<file path="src/rtl/approx_pkg.sv">
// Shared definitions for the approximate multiplier family and its downstream
// accumulator: product width and the accumulator FSM state encodings.
package approx_pkg;

   localparam int PROD_W = 16;

   typedef logic [1:0] state_t;

   localparam state_t IDLE  = 2'd0;
   localparam state_t ACCUM = 2'd1;
   localparam state_t HOLD  = 2'd2;

endpackage

</file>
<file path="src/rtl/sat_add_u.sv">
// Unsigned saturating adder: acc + addend clamped to the all-ones value of
// ACC_W bits, with a flag reporting that the clamp was applied.
module sat_add_u
   import approx_pkg::*;
#(
   parameter int ACC_W = 24
) (
   input  logic [ACC_W-1:0]  acc,
   input  logic [PROD_W-1:0] addend,
   output logic [ACC_W-1:0]  sum,
   output logic              ovf
);

   logic [ACC_W:0] wide;

   always_comb begin
      wide = {1'b0, acc} + {{(ACC_W + 1 - PROD_W){1'b0}}, addend};
      ovf  = wide[ACC_W];
      sum  = ovf ? {ACC_W{1'b1}} : wide[ACC_W-1:0];
   end

endmodule

</file>
<file path="src/rtl/approx_dot_accum.sv">
// Frame accumulator for the approximate product stream: sums cfg_len products
// per frame with saturation and presents one held result per frame.
module approx_dot_accum
   import approx_pkg::*;
#(
   parameter int ACC_W = 24,
   parameter int LEN_W = 8
) (
   input  logic              clk,
   input  logic              rst,
   input  logic [LEN_W-1:0]  cfg_len,
   input  logic              in_valid,
   output logic              in_ready,
   input  logic [PROD_W-1:0] in_prod,
   output logic              out_valid,
   input  logic              out_ready,
   output logic [ACC_W-1:0]  out_acc,
   output logic              out_sat
);

   state_t             state_reg, state_next;
   logic [LEN_W:0]     len_reg, len_next;
   logic [LEN_W:0]     cnt_reg, cnt_next;
   logic [ACC_W-1:0]   acc_reg, acc_next;
   logic               sat_reg, sat_next;

   logic               accept;
   logic               start_frame;
   logic [LEN_W:0]     first_len;
   logic [LEN_W:0]     cnt_inc;
   logic [ACC_W-1:0]   add_sum;
   logic               add_ovf;

   sat_add_u #(.ACC_W(ACC_W)) u_sat_add (
      .acc    (acc_reg),
      .addend (in_prod),
      .sum    (add_sum),
      .ovf    (add_ovf)
   );

   // In HOLD a new beat may only enter when the held result leaves the same cycle.
   assign in_ready  = !rst && (state_reg != HOLD || out_ready);
   assign accept    = in_valid && in_ready;
   assign out_valid = (state_reg == HOLD);
   assign out_acc   = acc_reg;
   assign out_sat   = sat_reg;

   always_comb begin
      first_len   = (cfg_len == '0) ? {1'b1, {LEN_W{1'b0}}} : {1'b0, cfg_len};
      cnt_inc     = cnt_reg + {{LEN_W{1'b0}}, 1'b1};
      start_frame = accept && (state_reg == IDLE || state_reg == HOLD);

      state_next = state_reg;
      len_next   = len_reg;
      cnt_next   = cnt_reg;
      acc_next   = acc_reg;
      sat_next   = sat_reg;

      case (state_reg)
         ACCUM: begin
            if (accept) begin
               acc_next = add_sum;
               sat_next = sat_reg | add_ovf;
               cnt_next = cnt_inc;
               if (cnt_inc == len_reg) begin
                  state_next = HOLD;
               end
            end
         end
         HOLD: begin
            if (out_ready) begin
               state_next = IDLE;
            end
         end
         IDLE: begin
            state_next = IDLE;
         end
         default: begin
            state_next = IDLE;
         end
      endcase

      // The first beat of a frame overrides whatever the case chose.
      if (start_frame) begin
         len_next   = first_len;
         cnt_next   = {{LEN_W{1'b0}}, 1'b1};
         acc_next   = {{(ACC_W - PROD_W){1'b0}}, in_prod};
         sat_next   = 1'b0;
         state_next = (first_len == {{LEN_W{1'b0}}, 1'b1}) ? HOLD : ACCUM;
      end
   end

   always_ff @(posedge clk) begin
      if (rst) begin
         state_reg <= IDLE;
         len_reg   <= '0;
         cnt_reg   <= '0;
         acc_reg   <= '0;
         sat_reg   <= 1'b0;
      end else begin
         state_reg <= state_next;
         len_reg   <= len_next;
         cnt_reg   <= cnt_next;
         acc_reg   <= acc_next;
         sat_reg   <= sat_next;
      end
   end

endmodule
</file>
<file path="config.mk">
export PLATFORM = sky130hd
export DESIGN_NAME = approx_dot_accum
export DESIGN_NICKNAME = d
export VERILOG_FILES = /design/src/rtl/approx_pkg.sv /design/src/rtl/sat_add_u.sv /design/src/rtl/approx_dot_accum.sv
export SDC_FILE = /design/constraint.sdc
export NUM_CORES = 1
export LEC_CHECK = 0
export BUFFER_PORTS_ARGS = -buffer_cell sky130_fd_sc_hd__buf_2
export CORE_UTILIZATION = 53
export CTS_BUF_LIST = sky130_fd_sc_hd__clkbuf_16
export DETAILED_ROUTE_END_ITERATION = 8
export PLACE_DENSITY = 0.76
export SETUP_SLACK_MARGIN = 0.2
export SYNTH_ARGS = -nofsm -noshare
export SYNTH_HDL_FRONTEND = slang
export SYNTH_SLANG_ARGS = --single-unit
</file>
<file path="constraint.sdc">
create_clock -name clk -period 6.15 [get_ports clk]
set_clock_uncertainty 0.2 [all_clocks]
set_input_delay 0.9225 -clock clk [delete_from_list [all_inputs] [get_ports clk]]
set_output_delay 0.9225 -clock clk [all_outputs]
set_load 0.1 [all_outputs]
</file>
==> run_results.csv, run 1 <==
group,metric,value,unit
run_status,outcome,"complete, no violations",
layout,largest_register_ffs,24,
route,dr.first_iter.drc_count,175,
min_path,min_path_type,"flop to flop",
place,place.gp.congestion,0.908,
layout,diodes,0,
synth,syn_area_per_cell,7.94,µm²
timing,final_max_slew_viol_count,0,
critical_path,slowest_delay,0.40,ns
critical_path,r2r-end,"out_acc[7]",
timing,rsz0062_at_grt,"false",
route,wl_per_cell,14.9,µm
route,routed_wirelength,7400,µm
cts,clock-sinks,45,
power_and_ir_drop,clock_power_share,0.414,
synth,ys_seq_elements,45,
cts,cts_made_buffers,5,
critical_path,criticalPathCategory,"input port to flop",
die,core,5510,µm²
timing,hold_viol,0,
die,num_io_pins,55,
cts,cts_hold_buf,0,
timing,finalCritPeriodShare,0.565,
timing,period_needed,3.47,ns
critical_path,r2r_cells,9,
layout,area_growth,16.7,%
synth,syn_inst,380,
min_path,hold_depth,2,
route,ant_nets,0,
grt,grt_max_degree,32,
critical_path,worstPathMaxFanout,9,
synth,synth_edf_count,0,
layout,post_route_cells_drive_above_1_share,0.188,
place,hpwl,5330,µm
timing,finalSetupTns,0,ns
power_and_ir_drop,seqPwrFrac,0.369,
layout,fill_cells,502,
min_path,hold_start,"out_sat",
synth,synth_fp_nets,426,
power_and_ir_drop,p_int,0.592,mW
cts,cts-root-buf,"clkbuf_16",
synth,synth_flop_cell,"dfxtp_1",
synth,yosysSeqAreaShare,0.299,
die,num_rows,27,
die,die_area,6000,µm²
place,dpl.cell_count,490,
power_and_ir_drop,total_power,0.845,mW
timing,tightest_slew,0.851,ns
cts,cts_tree,"done",
grt,antenna_found_initial,0,
critical_path,regToRegSetupSlack,3.10,ns
layout,post-route-util,0.639,
power_and_ir_drop,power.share.combinational,0.217,
grt,grt_pass1_wl,12600,µm
power_and_ir_drop,p_per_area,240,nW/µm²
synth,yosysWarnings,0,
place,placed_cell_area,3330,µm²
route,via_count,2932,
die,initial_utilization,0.548,
layout,final_cells,498,
critical_path,worst_ep_required_time,6.08,ns
route,vias_per_cell,5.89,
power_and_ir_drop,p_sw_frac,0.300,
critical_path,startpoint_type,"input port",
timing,slew_headroom,0.430,
critical_path,crit_chain,"buf_2, ha_1, fa_1, a21o_1, a221oi_2, o311a_1, and3b_4, nor3_2, nor2_2, a221oi_1",
critical_path,end_kind,"flop",
critical_path,cp.arrival,3.41,ns
grt,grt_use_total,0.256,
critical_path,regToRegStartpoint,"out_acc[0]",
layout,fin_area,3520,µm²
synth,netlist_area,3020,µm²
route,dr.pass1.iters,4,
cts,htreeDepth,2,
grt,grt_overflow_total,0,
timing,setup_viol,0,
route,route.detailed.drc,0,
cts,clk_pin_slew,0.07,ns
synth,synth_async_sr_flop_share,0,
power_and_ir_drop,max-vdd-ir-drop,0.000123,V
power_and_ir_drop,switchingPower,0.253,mW
die,die_width,77.4,µm
grt,grt_pass1_vias,2706,
cts,clk-insertion-delay-late,0.29,ns
layout,fin_nets,471,
die,die_height,77.4,µm
run,cap_violations,0,
cts,clk_path_buf_depth,2,
cts,ctsResizeCount,0,
synth,synth.distinct_cells,58,
power_and_ir_drop,p_leak,1.45,nW
cts,post_cts_buffers,0,
timing,fmax,288,MHz
min_path,worst_hold_path.endpoint,"out_sat",
critical_path,slowest_stage,"fa_1",
place,portBuffers,54,
## layer usage
layer | vias up | global-route usage | routed length [µm]
met3 | 7 | 0.0506 | 368
met4 | 0 | 0.0604 | 67
li1 | 1479 | - | -
met5 | - | 0 | 0
met2 | 73 | 0.430 | 3520
met1 | 1373 | 0.336 | 3450
## cell type report
cell class / instances / area, µm² / share of cell area
Clock inverter: 3 / 68.8 / 0.0195
Timing Repair Buffer: 55 / 278 / 0.0789
Multi-Input combinational cell: 314 / 2040 / 0.580
Clock buffer: 5 / 125 / 0.0355
Inverter: 4 / 15.0 / 0.00426
Sequential cell: 45 / 901 / 0.256
Tap cell: 72 / 90.1 / 0.0256
## synth_stat cells, types with 2 or more instances
library cell	n	share of area
a31oi_1	6	0.012
nor2_2	2	0.0041
nand3_1	9	0.015
nor3_2	2	0.0066
a221oi_2	2	0.010
or3_1	4	0.0083
nand2_1	61	0.076
o21ai_0	24	0.040
clkbuf_1	16	0.020
and2_1	2	0.0041
or4_1	2	0.0050
nor4_1	2	0.0041
a21oi_1	49	0.081
nand2b_1	3	0.0062
a211oi_2	2	0.0083
inv_1	4	0.0050
xnor2_1	13	0.038
o21ba_2	2	0.0066
a221oi_1	9	0.026
nor2b_1	6	0.012
nand4_1	5	0.010
a21o_1	4	0.010
and3_1	7	0.015
xor2_1	17	0.049
nor2_1	20	0.025
dfxtp_1	45	0.30
ha_1	17	0.071
o21a_1	2	0.0050
nor3b_1	2	0.0050
nor3_1	6	0.010
mux2i_1	7	0.023
o211ai_1	2	0.0050
## per-stage QoR
step	setup slack (ns)	hold slack, ns
floorplan	2.48	0.248
global placement	2.44	0.234
detailed placement	2.40	0.235
CTS	2.69	0.246
global route	2.48	0.269
finish	2.68	0.245
## cell usage in the layout, fill, tap and decap left out, types with 4 or more instances in the layout
cell / netlist / routed
inv_1: 4 / 4
buf_2: 0 / 54
a31oi_1: 6 / 6
nand4_1: 5 / 5
mux2i_1: 7 / 7
dfxtp_1: 45 / 45
nor2_1: 20 / 20
nor2b_1: 6 / 6
nor3_1: 6 / 6
nand3_1: 9 / 9
o21ai_0: 24 / 24
a221oi_1: 9 / 9
a21o_1: 4 / 4
a21oi_1: 49 / 49
or3_1: 4 / 4
xnor2_1: 13 / 13
xor2_1: 17 / 17
clkbuf_16: 0 / 5
nand2_1: 61 / 61
and3_1: 7 / 7
ha_1: 17 / 17
## worst max path at each step
stage	from	end	slack [ns]	cells after the start
3_5_place_dp	in_prod[0]	out_acc[7]	2.40	10
3_3_place_gp	in_prod[0]	out_acc[7]	2.44	10
5_1_grt	in_prod[0]	out_acc[8]	2.48	10
2_1_floorplan	out_ready	in_ready	2.48	2
6_report	in_prod[0]	out_acc[7]	2.68	10
4_1_cts	in_prod[0]	out_acc[7]	2.69	10
## critical path, delay by kind of cell
kind | cells | cell delay, ns
buffers and inverters | 1 | 0.11
AO/OA/AOI/OAI | 4 | 1.03
AND/OR/NAND/NOR | 3 | 0.72
adder cells (fa/ha/maj) | 2 | 0.62
## kinds of logic (layout without fill, tap and decap cells)
logic type / after synthesis / in the layout / share of synthesized area
mux: 7 / 7 / 0.0232
buf+inv: 21 / 67 / 0.0261
compound gates: 117 / 117 / 0.252
fa+ha+maj: 18 / 18 / 0.0771
xor+xnor: 30 / 30 / 0.0871
simple gates: 142 / 142 / 0.236
flops: 45 / 45 / 0.299
## power by group through the flow
stage / logic, mW / registers (mW) / clock network (mW)
after floorplan: 0.101 / 0.358 / 0
after global placement: 0.179 / 0.318 / 0
after detailed placement: 0.182 / 0.318 / 0
after CTS: 0.183 / 0.312 / 0.355
after global routing: 0.199 / 0.313 / 0.367
final: 0.183 / 0.312 / 0.350
(Power assumes the default switching activity.)
==> inputs of run 2 (changes only) <==
Settings changed: ABC_AREA set to 1.
Clock period 6.15 ns to 3.5 ns, I/O delays scaled along.
==> run_results.csv, run 2 <==
group,metric,value,unit
run_status,outcome,"complete, no violations",
place,hpwl,6260,µm
route,ant_nets,0,
route,route.detailed.drc,0,
place,place.gp.congestion,0.898,
timing,hold_viol,0,
power_and_ir_drop,switchingPower,0.582,mW
synth,synth_fp_nets,609,
power_and_ir_drop,p_sw_frac,0.384,
synth,synth.distinct_cells,33,
timing,fmax,400,MHz
cts,cts-root-buf,"clkbuf_16",
power_and_ir_drop,p_int,0.935,mW
timing,finalCritPeriodShare,0.714,
synth,syn_area_per_cell,6.06,µm²
timing,finalSetupTns,0,ns
synth,synth_top_area_frac,0.264,
grt,antenna_found_initial,0,
route,dr.pass1.iters,5,
die,die_area,6760,µm²
critical_path,startpoint_type,"input port",
grt,grt_overflow_total,0,
power_and_ir_drop,seqPwrFrac,0.371,
min_path,hold_depth,2,
place,pre_cts_ws,0.694,ns
synth,synth_flop_cell,"dfxtp_1",
layout,largest_register_ffs,24,
layout,final_cell_mix,"nand2_1, nor2_1, inv_1",
die,core,6060,µm²
synth,syn_inst,563,
route,via_count,3591,
layout,post_route_cells_drive_above_1_share,0.135,
layout,final_common_cell,"nand2_1",
layout,fin_nets,660,
power_and_ir_drop,p_per_area,394,nW/µm²
cts,cts_made_buffers,5,
die,num_rows,28,
synth,synth_commonest_cells,"nand2_1, nor2_1, inv_1",
grt,grt_use_total,0.262,
synth,yosysWarnings,0,
critical_path,r2r_cells,14,
die,initial_utilization,0.563,
cts,cts_tree,"done",
synth,synth.most_common_cell,"nand2_1",
route,dr.first_iter.drc_count,188,
power_and_ir_drop,max-vdd-ir-drop,0.000225,V
timing,setup_viol,0,
cts,clk_pin_slew,0.07,ns
min_path,min_path_type,"flop to flop",
cts,cts_hold_buf,0,
timing,finalWorstSetupSlack,1.00,ns
critical_path,end_kind,"flop",
cts,ctsResizeCount,0,
cts,clk_path_buf_depth,2,
cts,clock-sinks,45,
power_and_ir_drop,clock_power_share,0.312,
die,num_io_pins,55,
power_and_ir_drop,power.share.combinational,0.317,
synth,netlist_area,3410,µm²
route,routed_wirelength,8230,µm
critical_path,cp.arrival,2.47,ns
run,cap_violations,0,
critical_path,worst_ep_required_time,3.47,ns
layout,area_growth,12.9,%
timing,period_needed,2.50,ns
timing,final_max_slew_viol_count,0,
synth,yosysSeqAreaShare,0.264,
grt,grt_pass1_vias,3162,
cts,post_cts_buffers,0,
timing,slew_headroom,0.548,
grt,grt_max_degree,33,
die,die_width,82.2,µm
cts,clk-insertion-delay-late,0.29,ns
place,portBuffers,54,
critical_path,worstPathMaxFanout,10,
route,vias_per_cell,5.20,
cts,htreeDepth,2,
critical_path,criticalPathCategory,"input port to flop",
layout,diodes,0,
grt,grt_pass1_wl,13800,µm
synth,synth_async_sr_flop_share,0,
synth,synth_top_cells_by_area,"dfxtp_1, nand2_1, nor2_1",
power_and_ir_drop,p_leak,1.94,nW
die,die_height,82.2,µm
timing,tightest_slew,0.677,ns
timing,rsz0062_at_grt,"false",
synth,synth_edf_count,0,
synth,ys_seq_elements,45,
synth,synth_top_cell_by_area,"dfxtp_1",
route,wl_per_cell,11.9,µm
==> run 2: worst paths after layout <==
path	from	to	slack, ns
setup / recovery	in_prod[0]	out_acc[15]	1.00
hold / removal	out_sat	out_sat	0.25
hold reg to reg	out_sat	out_sat	0.25
setup reg to reg	out_acc[0]	out_acc[15]	1.03
==> run 2: logic make-up after synthesis <==
kind of cell / Yosys count / share of synthesized area
AOI/OAI and AO/OA: 87 / 0.140
xor gates and xnor gates: 10 / 0.0257
adders and majority gates: 18 / 0.0682
buffers and inverters: 80 / 0.100
DFF: 45 / 0.264
and+or+nand+nor: 323 / 0.402
==> run 2: area by class of cell <==
| type | instances | area (µm²) |
|---|---|---|
| Fill cell | 618 | 2210 |
| Timing Repair Buffer | 56 | 285 |
| Multi-Input combinational cell | 438 | 2170 |
| Clock inverter | 3 | 18.8 |
| Tap cell | 75 | 93.8 |
| Sequential cell | 45 | 901 |
| Clock buffer | 5 | 125 |
| Inverter | 68 | 260 |
==> run 2: worst max-delay path, stage by stage <==
cell and delay, ns:
buf_2 0.11, ha_1 0.25, fa_1 0.44, nand3_1 0.11, nand3_1 0.12, nand2_1 0.09
nand2_1 0.10, nand2_1 0.08, nand2_1 0.09, nand2_1 0.11, nand2_4 0.12, inv_4 0.13
nand2_1 0.06, nand2_1 0.07, a21oi_2 0.05
==> run 2: power by group through the flow <==
stage,Combinational (mW),Clock (mW),Sequential [mW]
2_1_floorplan,0.272,0,0.688
3_3_place_gp,0.472,0,0.572
3_5_place_dp,0.478,0,0.574
4_1_cts,0.480,0.485,0.562
5_1_grt,0.533,0.499,0.566
6_report,0.481,0.474,0.562
==> run 2: routing by layer <==
metal | GRT usage | vias up | wire [µm]
met5 | 0 | - | 0
met4 | 0.0789 | 0 | 116
met3 | 0.0286 | 10 | 354
met2 | 0.421 | 79 | 3510
met1 | 0.365 | 1592 | 4240
li1 | - | 1910 | -
==> run 2: per-stage QoR <==
step	total power, mW	hold slack, ns	util	std cells	instance area (µm²)
6_report	1.52	0.248	0.636	690	3850
4_1_cts	1.53	0.251	0.636	690	3850
3_3_place_gp	1.04	0.249	0.612	682	3710
3_5_place_dp	1.05	0.241	0.612	682	3710
2_1_floorplan	0.960	0.244	-	563	3410
5_1_grt	1.60	0.286	0.636	690	3850
==> inputs of run 3 (changes only) <==
Clock period 3.5 ns to 2.5 ns, I/O delays scaled along.
==> run_results.csv, run 3 (synthesis results as in run 2) <==
group,metric,value,unit
critical_path,setup.worst_path.start,"out_acc[0]",
critical_path,worst_ep_required_time,2.46,ns
cts,clk_pin_slew,0.07,ns
route,dr.first_iter.drc_count,256,
cts,clk-insertion-delay-late,0.29,ns
timing,finalWorstSetupSlack,0.364,ns
layout,fin_nets,669,
min_path,min_path_type,"input port to flop",
route,via_count,3679,
critical_path,endpoint,"out_acc[7]",
power_and_ir_drop,total_power,2.17,mW
critical_path,r2r-end,"out_acc[7]",
die,num_rows,28,
critical_path,slowest_stage,"dfxtp_4",
cts,clock-sinks,45,
cts,htreeDepth,2,
layout,fin_area,4010,µm²
power_and_ir_drop,clock_power_share,0.310,
grt,grt_use_total,0.266,
place,portBuffers,54,
timing,slew_headroom,0.518,
layout,largest_register_ffs,24,
layout,post_route_cells_drive_above_1_share,0.202,
run,cap_violations,0,
critical_path,regToRegSetupSlack,0.36,ns
power_and_ir_drop,p_sw_frac,0.385,
critical_path,startpoint_type,"flop",
cts,cts_made_buffers,5,
timing,tightest_slew,0.723,ns
grt,grt_pass1_wl,14000,µm
layout,final_common_cell,"nand2_1",
die,core,6060,µm²
cts,clk_path_buf_depth,2,
timing,fin_hold_ws,0.152,ns
die,die_height,82.2,µm
grt,grt_overflow_total,0,
timing,period_needed,2.14,ns
timing,final_max_slew_viol_count,0,
cts,post_cts_buffers,0,
die,num_io_pins,55,
layout,diodes,0,
place,place.gp.congestion,0.973,
timing,finalSetupTns,0,ns
critical_path,cp.arrival,2.10,ns
route,wl_per_cell,12.8,µm
timing,fmax,468,MHz
run_status,outcome,"complete, no violations",
place,pre_cts_ws,0.114,ns
timing,rsz0062_at_grt,"false",
die,die_area,6760,µm²
route,ant_nets,0,
power_and_ir_drop,max-vdd-ir-drop,0.000361,V
grt,grt_pass1_vias,3085,
grt,grt_max_degree,33,
layout,final_cell_mix,"nand2_1, nor2_1, inv_1",
timing,setup_viol,0,
power_and_ir_drop,p_int,1.33,mW
critical_path,slowest_delay,0.36,ns
critical_path,regToRegStartpoint,"out_acc[0]",
timing,hold_viol,0,
route,route.detailed.drc,0,
place,hpwl,6610,µm
timing,finalCritPeriodShare,0.854,
critical_path,crit_chain,"ha_4, fa_2, nand3_1, nand3_1, nand2_1, nand2_1, nand2_1, nand2_2, nand2_4, nand2_4, o21ai_1, a21oi_1",
critical_path,criticalPathCategory,"flop to flop",
power_and_ir_drop,switchingPower,0.835,mW
die,die_width,82.2,µm
cts,ctsResizeCount,0,
critical_path,end_kind,"flop",
power_and_ir_drop,seqPwrFrac,0.367,
critical_path,r2r_cells,12,
power_and_ir_drop,power.share.combinational,0.323,
route,routed_wirelength,8930,µm
cts,cts-root-buf,"clkbuf_16",
power_and_ir_drop,p_leak,2.03,nW
grt,antenna_found_initial,0,
cts,cts_tree,"done",
place,placed_cell_area,3820,µm²
cts,cts_hold_buf,0,
critical_path,path_common_cell,"nand2_1",
die,initial_utilization,0.563,
route,dr.pass1.iters,5,
layout,area_growth,17.4,%
critical_path,worstPathMaxFanout,5,
route,vias_per_cell,5.26,
power_and_ir_drop,p_per_area,541,nW/µm²
==> run 3: how the worst min path moves through the flow <==
stage | start | end | slack [ns] | cells past startpoint
CTS | cfg_len[0] | len_reg[0] | 0.15 | 3
global route | cfg_len[0] | len_reg[0] | 0.18 | 3
detailed placement | out_sat | out_sat | 0.25 | 2
global placement | out_sat | out_sat | 0.24 | 2
floorplan | len_reg[3] | len_reg[3] | 0.24 | 2
finish | cfg_len[0] | len_reg[0] | 0.15 | 3
==> run 3: final cells by class <==
class,count,area (µm²)
multi-input combinational,440,2230
clock buffer,5,125
sequential,45,933
inverter,68,263
tap,75,93.8
fill,588,2060
timing repair buffer,63,338
clock inverter,3,20.0
==> run 3: power groups by stage <==
stage	clock network [mW]	registers, mW	logic (mW)
3_3_place_gp	0	0.808	0.675
2_1_floorplan	0	0.970	0.383
5_1_grt	0.706	0.801	0.767
4_1_cts	0.680	0.795	0.685
3_5_place_dp	0	0.811	0.681
6_report	0.673	0.795	0.701
==> run 3: worst max-delay path, delay by kind of cell, from the launching register on <==
| kind | cells | cell delay (ns) |
|---|---|---|
| simple gates | 8 | 0.65 |
| flops | 1 | 0.36 |
| compound gates | 2 | 0.29 |
| fa+ha+maj | 2 | 0.51 |
==> run 3: routing by layer <==
metal | up-vias | share of wire | global-route usage
li1 | 1934 | - | -
met1 | 1619 | 0.49 | 0.368
met2 | 117 | 0.44 | 0.436
met3 | 9 | 0.055 | 0.0341
met4 | 0 | 0.011 | 0.0632
met5 | - | 0 | 0
==> run 3: stage by stage <==
stage | std cells | util
after global routing | 699 | 0.661
final | 699 | 0.661
after CTS | 697 | 0.654
after floorplan | 563 | -
after global placement | 689 | 0.630
after detailed placement | 689 | 0.630
